**src/rtl/ram_sp_clr.sv**
```systemverilog
// ----------------------------------------------------------------------------
// ram_sp_clr
// Single-port synchronous RAM with byte-lane writes, a registered read with a
// valid flag, and a hardware clear engine that sweeps the whole array to zero
// after reset or on request.
//
// Ports:
//   clk      rising-edge clock
//   rst      asynchronous active-high reset (starts a clear sweep)
//   cs       chip select; no access when low
//   we       write enable (qualified by cs)
//   oe       read enable (qualified by cs with we low)
//   be       byte-lane write enables, bit i covers data_in[8i+7:8i]
//   address  word address
//   data_in  write data
//   clr      one-cycle request to zero the whole array
//   data_out registered read data
//   rd_valid data_out holds fresh read data this cycle
//   busy     clear sweep in progress; accesses refused
//   err      one-cycle pulse: access attempted while busy
//
// Revision: 1.0 - initial release
// ----------------------------------------------------------------------------
`default_nettype none

module ram_sp_clr #(
  parameter  int DATA_WIDTH = 8,
  parameter  int ADDR_WIDTH = 7,
  localparam int NB         = DATA_WIDTH / 8
) (
  input  logic                  clk,
  input  logic                  rst,
  input  logic                  cs,
  input  logic                  we,
  input  logic                  oe,
  input  logic [NB-1:0]         be,
  input  logic [ADDR_WIDTH-1:0] address,
  input  logic [DATA_WIDTH-1:0] data_in,
  input  logic                  clr,
  output logic [DATA_WIDTH-1:0] data_out,
  output logic                  rd_valid,
  output logic                  busy,
  output logic                  err
);

  localparam int DEPTH = 2 ** ADDR_WIDTH;

  localparam logic [0:0] CLEAR = 1'b0;
  localparam logic [0:0] READY = 1'b1;

  // Last address of the sweep; the counter wraps to zero right after it.
  localparam logic [ADDR_WIDTH-1:0] LAST_ADDR = '1;

  logic [DATA_WIDTH-1:0] mem [DEPTH];

  logic [0:0]            state;
  logic [0:0]            state_nxt;
  logic [ADDR_WIDTH-1:0] counter;

  logic                  access;
  logic                  wr_ok;
  logic                  rd_ok;
  logic                  refused;

  // Decoded access requests; only honoured in READY.
  assign access  = cs & (we | oe);
  assign wr_ok   = (state == READY) & cs & we;
  assign rd_ok   = (state == READY) & cs & ~we & oe;
  assign refused = (state == CLEAR) & access;

  // --------------------------------------------------------------------------
  // State register and sweep counter
  // --------------------------------------------------------------------------
  always_ff @(posedge clk or posedge rst) begin
    if (rst) begin
      state   <= CLEAR;
      counter <= '0;
    end else begin
      state <= state_nxt;
      if (state == CLEAR) begin
        counter <= counter + 1'b1;
      end else if (clr) begin
        counter <= '0;
      end
    end
  end

  // --------------------------------------------------------------------------
  // Next-state logic. clr during the sweep is ignored so the sweep is never
  // restarted or extended.
  // --------------------------------------------------------------------------
  always_comb begin
    state_nxt = state;
    case (state)
      CLEAR: begin
        if (counter == LAST_ADDR) begin
          state_nxt = READY;
        end
      end
      READY: begin
        if (clr) begin
          state_nxt = CLEAR;
        end
      end
      default: state_nxt = CLEAR;
    endcase
  end

  // --------------------------------------------------------------------------
  // Output logic: busy follows the state directly so it drops on the same
  // edge that finishes the sweep.
  // --------------------------------------------------------------------------
  always_comb begin
    busy = 1'b1;
    case (state)
      CLEAR:   busy = 1'b1;
      READY:   busy = 1'b0;
      default: busy = 1'b1;
    endcase
  end

  // --------------------------------------------------------------------------
  // Memory array. Not reset; the sweep zeroes it one word per cycle. A write
  // coinciding with a clr request is still performed (it is swept away later).
  // --------------------------------------------------------------------------
  always_ff @(posedge clk) begin
    if (state == CLEAR) begin
      mem[counter] <= '0;
    end else if (wr_ok) begin
      for (int i = 0; i < NB; i++) begin
        if (be[i]) begin
          mem[address][8*i +: 8] <= data_in[8*i +: 8];
        end
      end
    end
  end

  // --------------------------------------------------------------------------
  // Registered read port and error pulse. data_out holds its last value when
  // no read is performed.
  // --------------------------------------------------------------------------
  always_ff @(posedge clk or posedge rst) begin
    if (rst) begin
      data_out <= '0;
      rd_valid <= 1'b0;
      err      <= 1'b0;
    end else begin
      rd_valid <= rd_ok;
      err      <= refused;
      if (rd_ok) begin
        data_out <= mem[address];
      end
    end
  end

endmodule

`default_nettype wire
```
**config.mk**
```make
export PLATFORM = sky130hd
export DESIGN_NAME = ram_sp_clr
export DESIGN_NICKNAME = d
export VERILOG_FILES = /design/src/rtl/ram_sp_clr.sv
export SDC_FILE = /design/constraint.sdc
export NUM_CORES = 1
export LEC_CHECK = 0
export ABC_CLOCK_PERIOD_IN_PS = 5900
export CAP_MARGIN = 10
export CORE_UTILIZATION = 39
export DETAILED_ROUTE_END_ITERATION = 6
export DONT_BUFFER_PORTS = 1
export HOLD_SLACK_MARGIN = 0.08
export PLACE_DENSITY = 0.58
export SKIP_CTS_REPAIR_TIMING = 1
export SLEW_MARGIN = 20
export SYNTH_ARGS = -nofsm -noshare
export SYNTH_HDL_FRONTEND = slang
export SYNTH_SLANG_ARGS = --single-unit
export TNS_END_PERCENT = 10
```
**constraint.sdc**
```tcl
create_clock -name clk -period 5.9 [get_ports clk]
set_input_delay 0.295 -clock clk [delete_from_list [all_inputs] [get_ports clk]]
set_output_delay 0.295 -clock clk [all_outputs]
set_load 0.01 [all_outputs]
```
==> flow_metrics.tcl, run 1 <==
set metrics [dict create \
    status "complete, no violations" \
    yosysTopAreaCellShare_pct 75.1 \
    synth_area_leaders "edfxtp_1 (75%), mux2i_1 (6.9%), mux4_2 (6.3%)" \
    worst_setup_path_start_kind "register" \
    crit_type "register to register" \
    finalCriticalPeriod_ns 4.14 \
    finClkSkew_ns 0.0237 \
    setup_tns_ns 0 \
    r2r_end "mem[47][2]$_DFFE_PP_" \
    ctsRootBufferMaster "clkbuf_16" \
    postLayoutCellArea_um2 45600 \
    vias_per_cell 5.73 \
    timing.hold.ws_ns 0.103 \
    numCtsBuffers 103 \
    nets 2180 \
    worstHoldPathType "input port to register" \
    wl_met1_mm 45.2 \
    overflow 0 \
    cts_tree "yes" \
    dr.pass1.iters 6 \
    dp.cells 3426 \
    ys_async_sr_fraction_pct 1.73 \
    track_usage_pct 19.9 \
    placed_cell_area_um2 42200 \
    worstMarginPinSlew_ns 1.31 \
    fin_ws_ns 1.76 \
    dp_worst_setup_slack_ns 1.89 \
    grt_pass1_vias 20915 \
    hpwlAfterDp_mm 62.7 \
    grt_max_degree 395 \
    ys_ff_latch 1042 \
    io_pins 33 \
    critPathArrivalTime_ns 4.43 \
    clock_sinks 1042 \
    top_layer_used "met4" \
    synth_edf_count 1024 \
    cp-end-kind "register" \
    place.gp.congestion 0.853 \
    reg2reg_from "state$_DFF_PP0_" \
    finalHoldViolCount 0 \
    worstHoldStart "address[5]" \
    p_leak_nw 16.2 \
    min_period_over_period_pct 70.2 \
    die_area_um2 106000 \
    ir_drop_uv 258 \
    wirelength_mm 106 \
    antenna_left 0 \
    syn_inst 2154 \
    initial_core_util_pct 39.5 \
    syn_avg_cell_area_um2 19.0 \
    die_h_um 326 \
    row_count 118 \
    cp.required_ns 6.19 \
    ys_seq_area_share_pct 76.2 \
    fp.coreArea_um2 104000 \
    slew_headroom_pct 12.9 \
    synth.largest_area_cell "edfxtp_1" \
    synth_area_um2 41000 \
    fmax_mhz 242 \
    hold_end "data_out[4]$_DFFE_PP0P_" \
    synth_cell_types 50 \
    slew_viol_final 0 \
    ff2ff_setup_slack_ns 1.76 \
    path_max_fanout 21 \
    synth_ff_type "edfxtp_1" \
    synth_nets 2177 \
    drcViolationCount 0 \
    final_cells 3625 \
    io_buffers 0 \
    drv_cap 0 \
    h-tree-depth 3 \
    insertion_delay_ns 0.67 \
    drtIter0Drc 2493 \
    die_w_um 326 \
    wl_met3_mm 9.62 \
    grt_setup_unrepaired "no" \
    clkTransAtPathRegs_ns 0.06 \
    power.density_nw_per_um2 351 \
    fill_cells 8783 \
    hold_depth 3 \
    area_growth_pct 11.3 \
    wl_met2_mm 48.6 \
    post_drt_wl_per_cell_um 29.3 \
    r2r_cells 4 \
    drive_gt1_share_pct 14.4 \
    grt_pass1_wl_mm 151 \
    yosysWarnings 0 \
    finalSetupViolCount 0 \
    grt_antenna_before_repair 1 \
    vias 20754 \
    cts_buffer_depth 3 \
]
[critical path, cell delays in order, from the launching register on]
cell and delay (ns):
dfrtp_1 0.62, nand4_1 0.77, o21ai_0 1.15, nand2_1 0.53, nor2_1 0.70
[synth_stat cells, types with 2 or more instances]
cell / number
nand2b_1: 6
o31ai_1: 5
buf_4: 20
nor4_1: 16
nand3_1: 8
nor2_1: 132
a21oi_1: 77
or2_2: 3
a211oi_1: 12
nor3_1: 2
nand3b_1: 7
a22oi_1: 148
o32ai_1: 7
nand2_1: 45
buf_8: 3
o22ai_1: 19
a22o_1: 18
and2_1: 14
mux2i_1: 281
a221oi_2: 3
mux4_2: 115
inv_1: 2
nor2b_1: 9
a31oi_1: 3
buf_6: 19
a221oi_1: 13
or3_1: 2
buf_12: 2
nand4_1: 2
clkbuf_1: 64
mux4_1: 5
buf_2: 17
dfrtp_1: 18
edfxtp_1: 1024
buf_1: 4
a21boi_0: 2
o21ai_0: 14
[layout by cell type (no fill, tap or decap), types with 4 or more instances in the layout]
master	count
edfxtp_1	1024
mux2i_1	281
a22oi_1	148
nor2_1	130
mux4_2	115
clkbuf_16	107
a21oi_1	77
nand2_1	37
clkinv_2	23
clkinv_1	19
o22ai_1	19
a22o_1	18
dfrtp_1	18
nor4_1	16
clkbuf_1	16
buf_4	15
o21ai_0	14
a221oi_1	13
a211oi_1	12
clkinvlp_4	9
nand3_1	8
and2_4	8
nand2_2	8
bufinv_16	8
nand3b_1	7
o32ai_1	7
buf_12	7
nand2b_1	6
inv_6	6
dlygate4sd3_1	6
and2_1	5
nor2b_1	5
mux4_1	5
o31ai_1	5
clkinv_4	4
[where the power goes]
group	internal (mW)	switching [mW]
combinational	0.322	0.923
clock	3.67	2.76
sequential	8.24	0.109
[logic make-up after synthesis]
group,share of synthesized area (%)
multiplexers,13.5
XOR/XNOR,0.0214
AND/OR/NAND/NOR,2.73
buffers and inverters,1.97
AO/OA/AOI/OAI,5.55
adder cells (fa/ha/maj),0.0305
flip-flops,76.2
[routing by layer]
metal  global-route usage (%)  vias to the layer above
li1                         -                     8821
met1                     27.8                    10840
met2                     30.2                      929
met3                     5.21                      164
met4                     6.34                        0
met5                        0                        -
[flip-flops by register name (all words and copies together) (netlist names)]
signal	cells
data_out	8
counter	7
rd_valid	1
mem	1024
state	1
err	1
[how the worst max path moves through the flow]
stage | startpoint | to | slack (ns) | depth (start not counted)
finish | state$_DFF_PP0_ | mem[47][2]$_DFFE_PP_ | 1.76 | 4
global route | state$_DFF_PP0_ | mem[16][4]$_DFFE_PP_ | 1.59 | 4
CTS | state$_DFF_PP0_ | mem[111][6]$_DFFE_PP_ | 1.90 | 4
detailed placement | state$_DFF_PP0_ | mem[111][2]$_DFFE_PP_ | 1.89 | 4
global placement | state$_DFF_PP0_ | mem[104][1]$_DFFE_PP_ | 1.98 | 4
floorplan | state$_DFF_PP0_ | mem[0][0]$_DFFE_PP_ | 2.78 | 3
[cell type report]
| type | count | area [um^2] | share of cell area [%] |
|---|---|---|---|
| inverters | 3 | 11.3 | 0.0247 |
| clock inverters | 69 | 589 | 1.29 |
| flip-flops and latches | 1042 | 31200 | 68.4 |
| well taps | 1380 | 1730 | 3.79 |
| multi-input cells | 979 | 9020 | 19.8 |
| diodes | 1 | 2.50 | 0.00549 |
| repair buffers | 28 | 313 | 0.686 |
| clock buffers | 123 | 2740 | 6.00 |
[stage by stage]
stage | total power, mW | utilization (%)
finish | 16.0 | 43.9
global route | 16.4 | 43.9
CTS | 16.1 | 43.9
detailed placement | 9.72 | 40.7
global placement | 9.70 | 40.7
floorplan | 9.22 | -
Note: power is estimated with default switching activity, not from simulation.
==> inputs of run 2 (changes only) <==
--- a/config.mk
+++ b/config.mk
@@ -5,7 +5,7 @@
 export SDC_FILE = /design/constraint.sdc
 export NUM_CORES = 1
 export LEC_CHECK = 0
-export ABC_CLOCK_PERIOD_IN_PS = 5900
+export ABC_CLOCK_PERIOD_IN_PS = 4100
 export CAP_MARGIN = 10
 export CORE_UTILIZATION = 39
 export DETAILED_ROUTE_END_ITERATION = 6
==> constraint.sdc (replaced) <==
create_clock -name clk -period 4.1 [get_ports clk]
set_input_delay 0.205 -clock clk [delete_from_list [all_inputs] [get_ports clk]]
set_output_delay 0.205 -clock clk [all_outputs]
set_load 0.01 [all_outputs]
==> flow_metrics.tcl, run 2 (synthesized netlist as in run 1, its figures left out) <==
set metrics [dict create \
    vias 20725 \
    critPathArrivalTime_ns 3.93 \
    overflow 0 \
    ctsRootBufferMaster "clkbuf_16" \
    grt_antenna_before_repair 2 \
    numCtsBuffers 103 \
    final_cells 3651 \
    row_count 118 \
    fin_ws_ns 0.475 \
    area_growth_pct 12.4 \
    dp.cells 3450 \
    slew_headroom_pct 5.13 \
    setup_tns_ns 0 \
    largest_register_ffs 1024 \
    finalHoldViolCount 0 \
    drv_cap 0 \
    grt_setup_unrepaired "no" \
    slew_viol_final 0 \
    die_h_um 326 \
    grt_pass1_vias 20888 \
    h-tree-depth 3 \
    nets 2205 \
    die_area_um2 106000 \
    hpwlAfterDp_mm 61.9 \
    worst_setup_path_start_kind "register" \
    die_w_um 326 \
    dr.pass1.iters 7 \
    clock_sinks 1042 \
    pwr-share-comb_pct 7.5 \
    grt_pass1_wl_mm 147 \
    fp.coreArea_um2 104000 \
    initial_core_util_pct 39.5 \
    io_pins 33 \
    mostFrequentLayoutCells "edfxtp_1 (1024), mux2i_1 (281), a22oi_1 (148)" \
    place.gp.congestion 0.849 \
    post_drt_wl_per_cell_um 28.1 \
    vias_per_cell 5.68 \
    power.density_nw_per_um2 514 \
    insertion_delay_ns 0.68 \
    status "complete, no violations" \
    dp_worst_setup_slack_ns 0.507 \
    fmax_mhz 276 \
    drcViolationCount 0 \
    io_buffers 0 \
    internal_power_mw 18.2 \
    cts_buffer_depth 3 \
    p_leak_nw 16.4 \
    worstMarginPinSlew_ns 1.42 \
    top_regs "mem (1024), data_out (8), counter (7)" \
    swShare_pct 23.2 \
    cts_tree "yes" \
    antenna_left 0 \
    p_seq_share_pct 50.7 \
    clkTransAtPathRegs_ns 0.06 \
    fill_cells 8733 \
    ir_drop_uv 352 \
    min_period_over_period_pct 88.4 \
    power_switching_mw 5.48 \
    drtIter0Drc 2435 \
    finalCriticalPeriod_ns 3.62 \
    cp.required_ns 4.40 \
    drive_gt1_share_pct 15.1 \
    cp-end-kind "register" \
    grt_max_degree 395 \
    finClkSkew_ns 0.0307 \
    wirelength_mm 102 \
    track_usage_pct 19.0 \
    crit_type "register to register" \
    largest-register "mem" \
    worstHoldPathType "input port to register" \
    clkPwrFrac_pct 41.7 \
    layout_commonest_cell "edfxtp_1" \
    finalSetupViolCount 0 \
    path_max_fanout 16 \
]
[run 2: per-layer routing]
metal	part of all wire, %	track usage (%)	vias to the layer above
met2	45	28.8	889
met5	0	0	-
li1	-	-	8873
met3	9.3	5.14	146
met1	43	26.9	10817
met4	2.5	5.70	0
[run 2: power by group through the flow]
stage	clock network, mW	logic, mW	registers, mW
finish	9.88	1.78	12.0
global route	10.4	1.86	12.0
CTS	9.99	1.75	12.0
detailed placement	0	1.74	12.2
global placement	0	1.71	12.2
floorplan	0	1.13	12.1
[run 2: worst paths after layout]
path	endpoint	start	slack [ns]	depth (start not counted)
setup / recovery	mem[93][2]$_DFFE_PP_	state$_DFF_PP0_	0.48	5
hold / removal	mem[17][4]$_DFFE_PP_	data_in[4]	0.08	1
setup reg to reg	mem[93][2]$_DFFE_PP_	state$_DFF_PP0_	0.48	5
hold reg to reg	counter[0]$_DFFE_PP0P_	counter[0]$_DFFE_PP0P_	0.61	1
max in group asynchronous	counter[3]$_DFFE_PP0P_	rst	3.36	2
min in group asynchronous	err$_DFF_PP0_	rst	0.17	2
[run 2: critical path, stage by stage (launching register included)]
cell,delay [ns]
dfrtp_1,0.62
and4_1,0.67
a22o_1,0.31
nand2_1,0.59
buf_4,0.47
nor2_1,0.58
[run 2: per-stage QoR]
stage | cell area [um^2] | hold slack [ns] | power, mW | util (%)
2_1_floorplan | 41000 | 0.144 | 13.3 | -
3_3_place_gp | 42400 | 0.287 | 13.9 | 40.8
3_5_place_dp | 42400 | 0.304 | 14.0 | 40.8
4_1_cts | 45900 | -0.413 | 23.7 | 44.3
5_1_grt | 46000 | 0.0864 | 24.3 | 44.3
6_report | 46000 | 0.0755 | 23.7 | 44.3
[run 2: area by class of cell]
cell class / instances / area, um^2 / share of cell area [%]
clock inverters: 68 / 855 / 1.86
inverters: 3 / 11.3 / 0.0245
repair buffers: 53 / 515 / 1.12
multi-input cells: 979 / 9000 / 19.6
diodes: 1 / 2.50 / 0.00544
flip-flops and latches: 1042 / 31200 / 67.8
well taps: 1380 / 1730 / 3.75
clock buffers: 125 / 2710 / 5.89
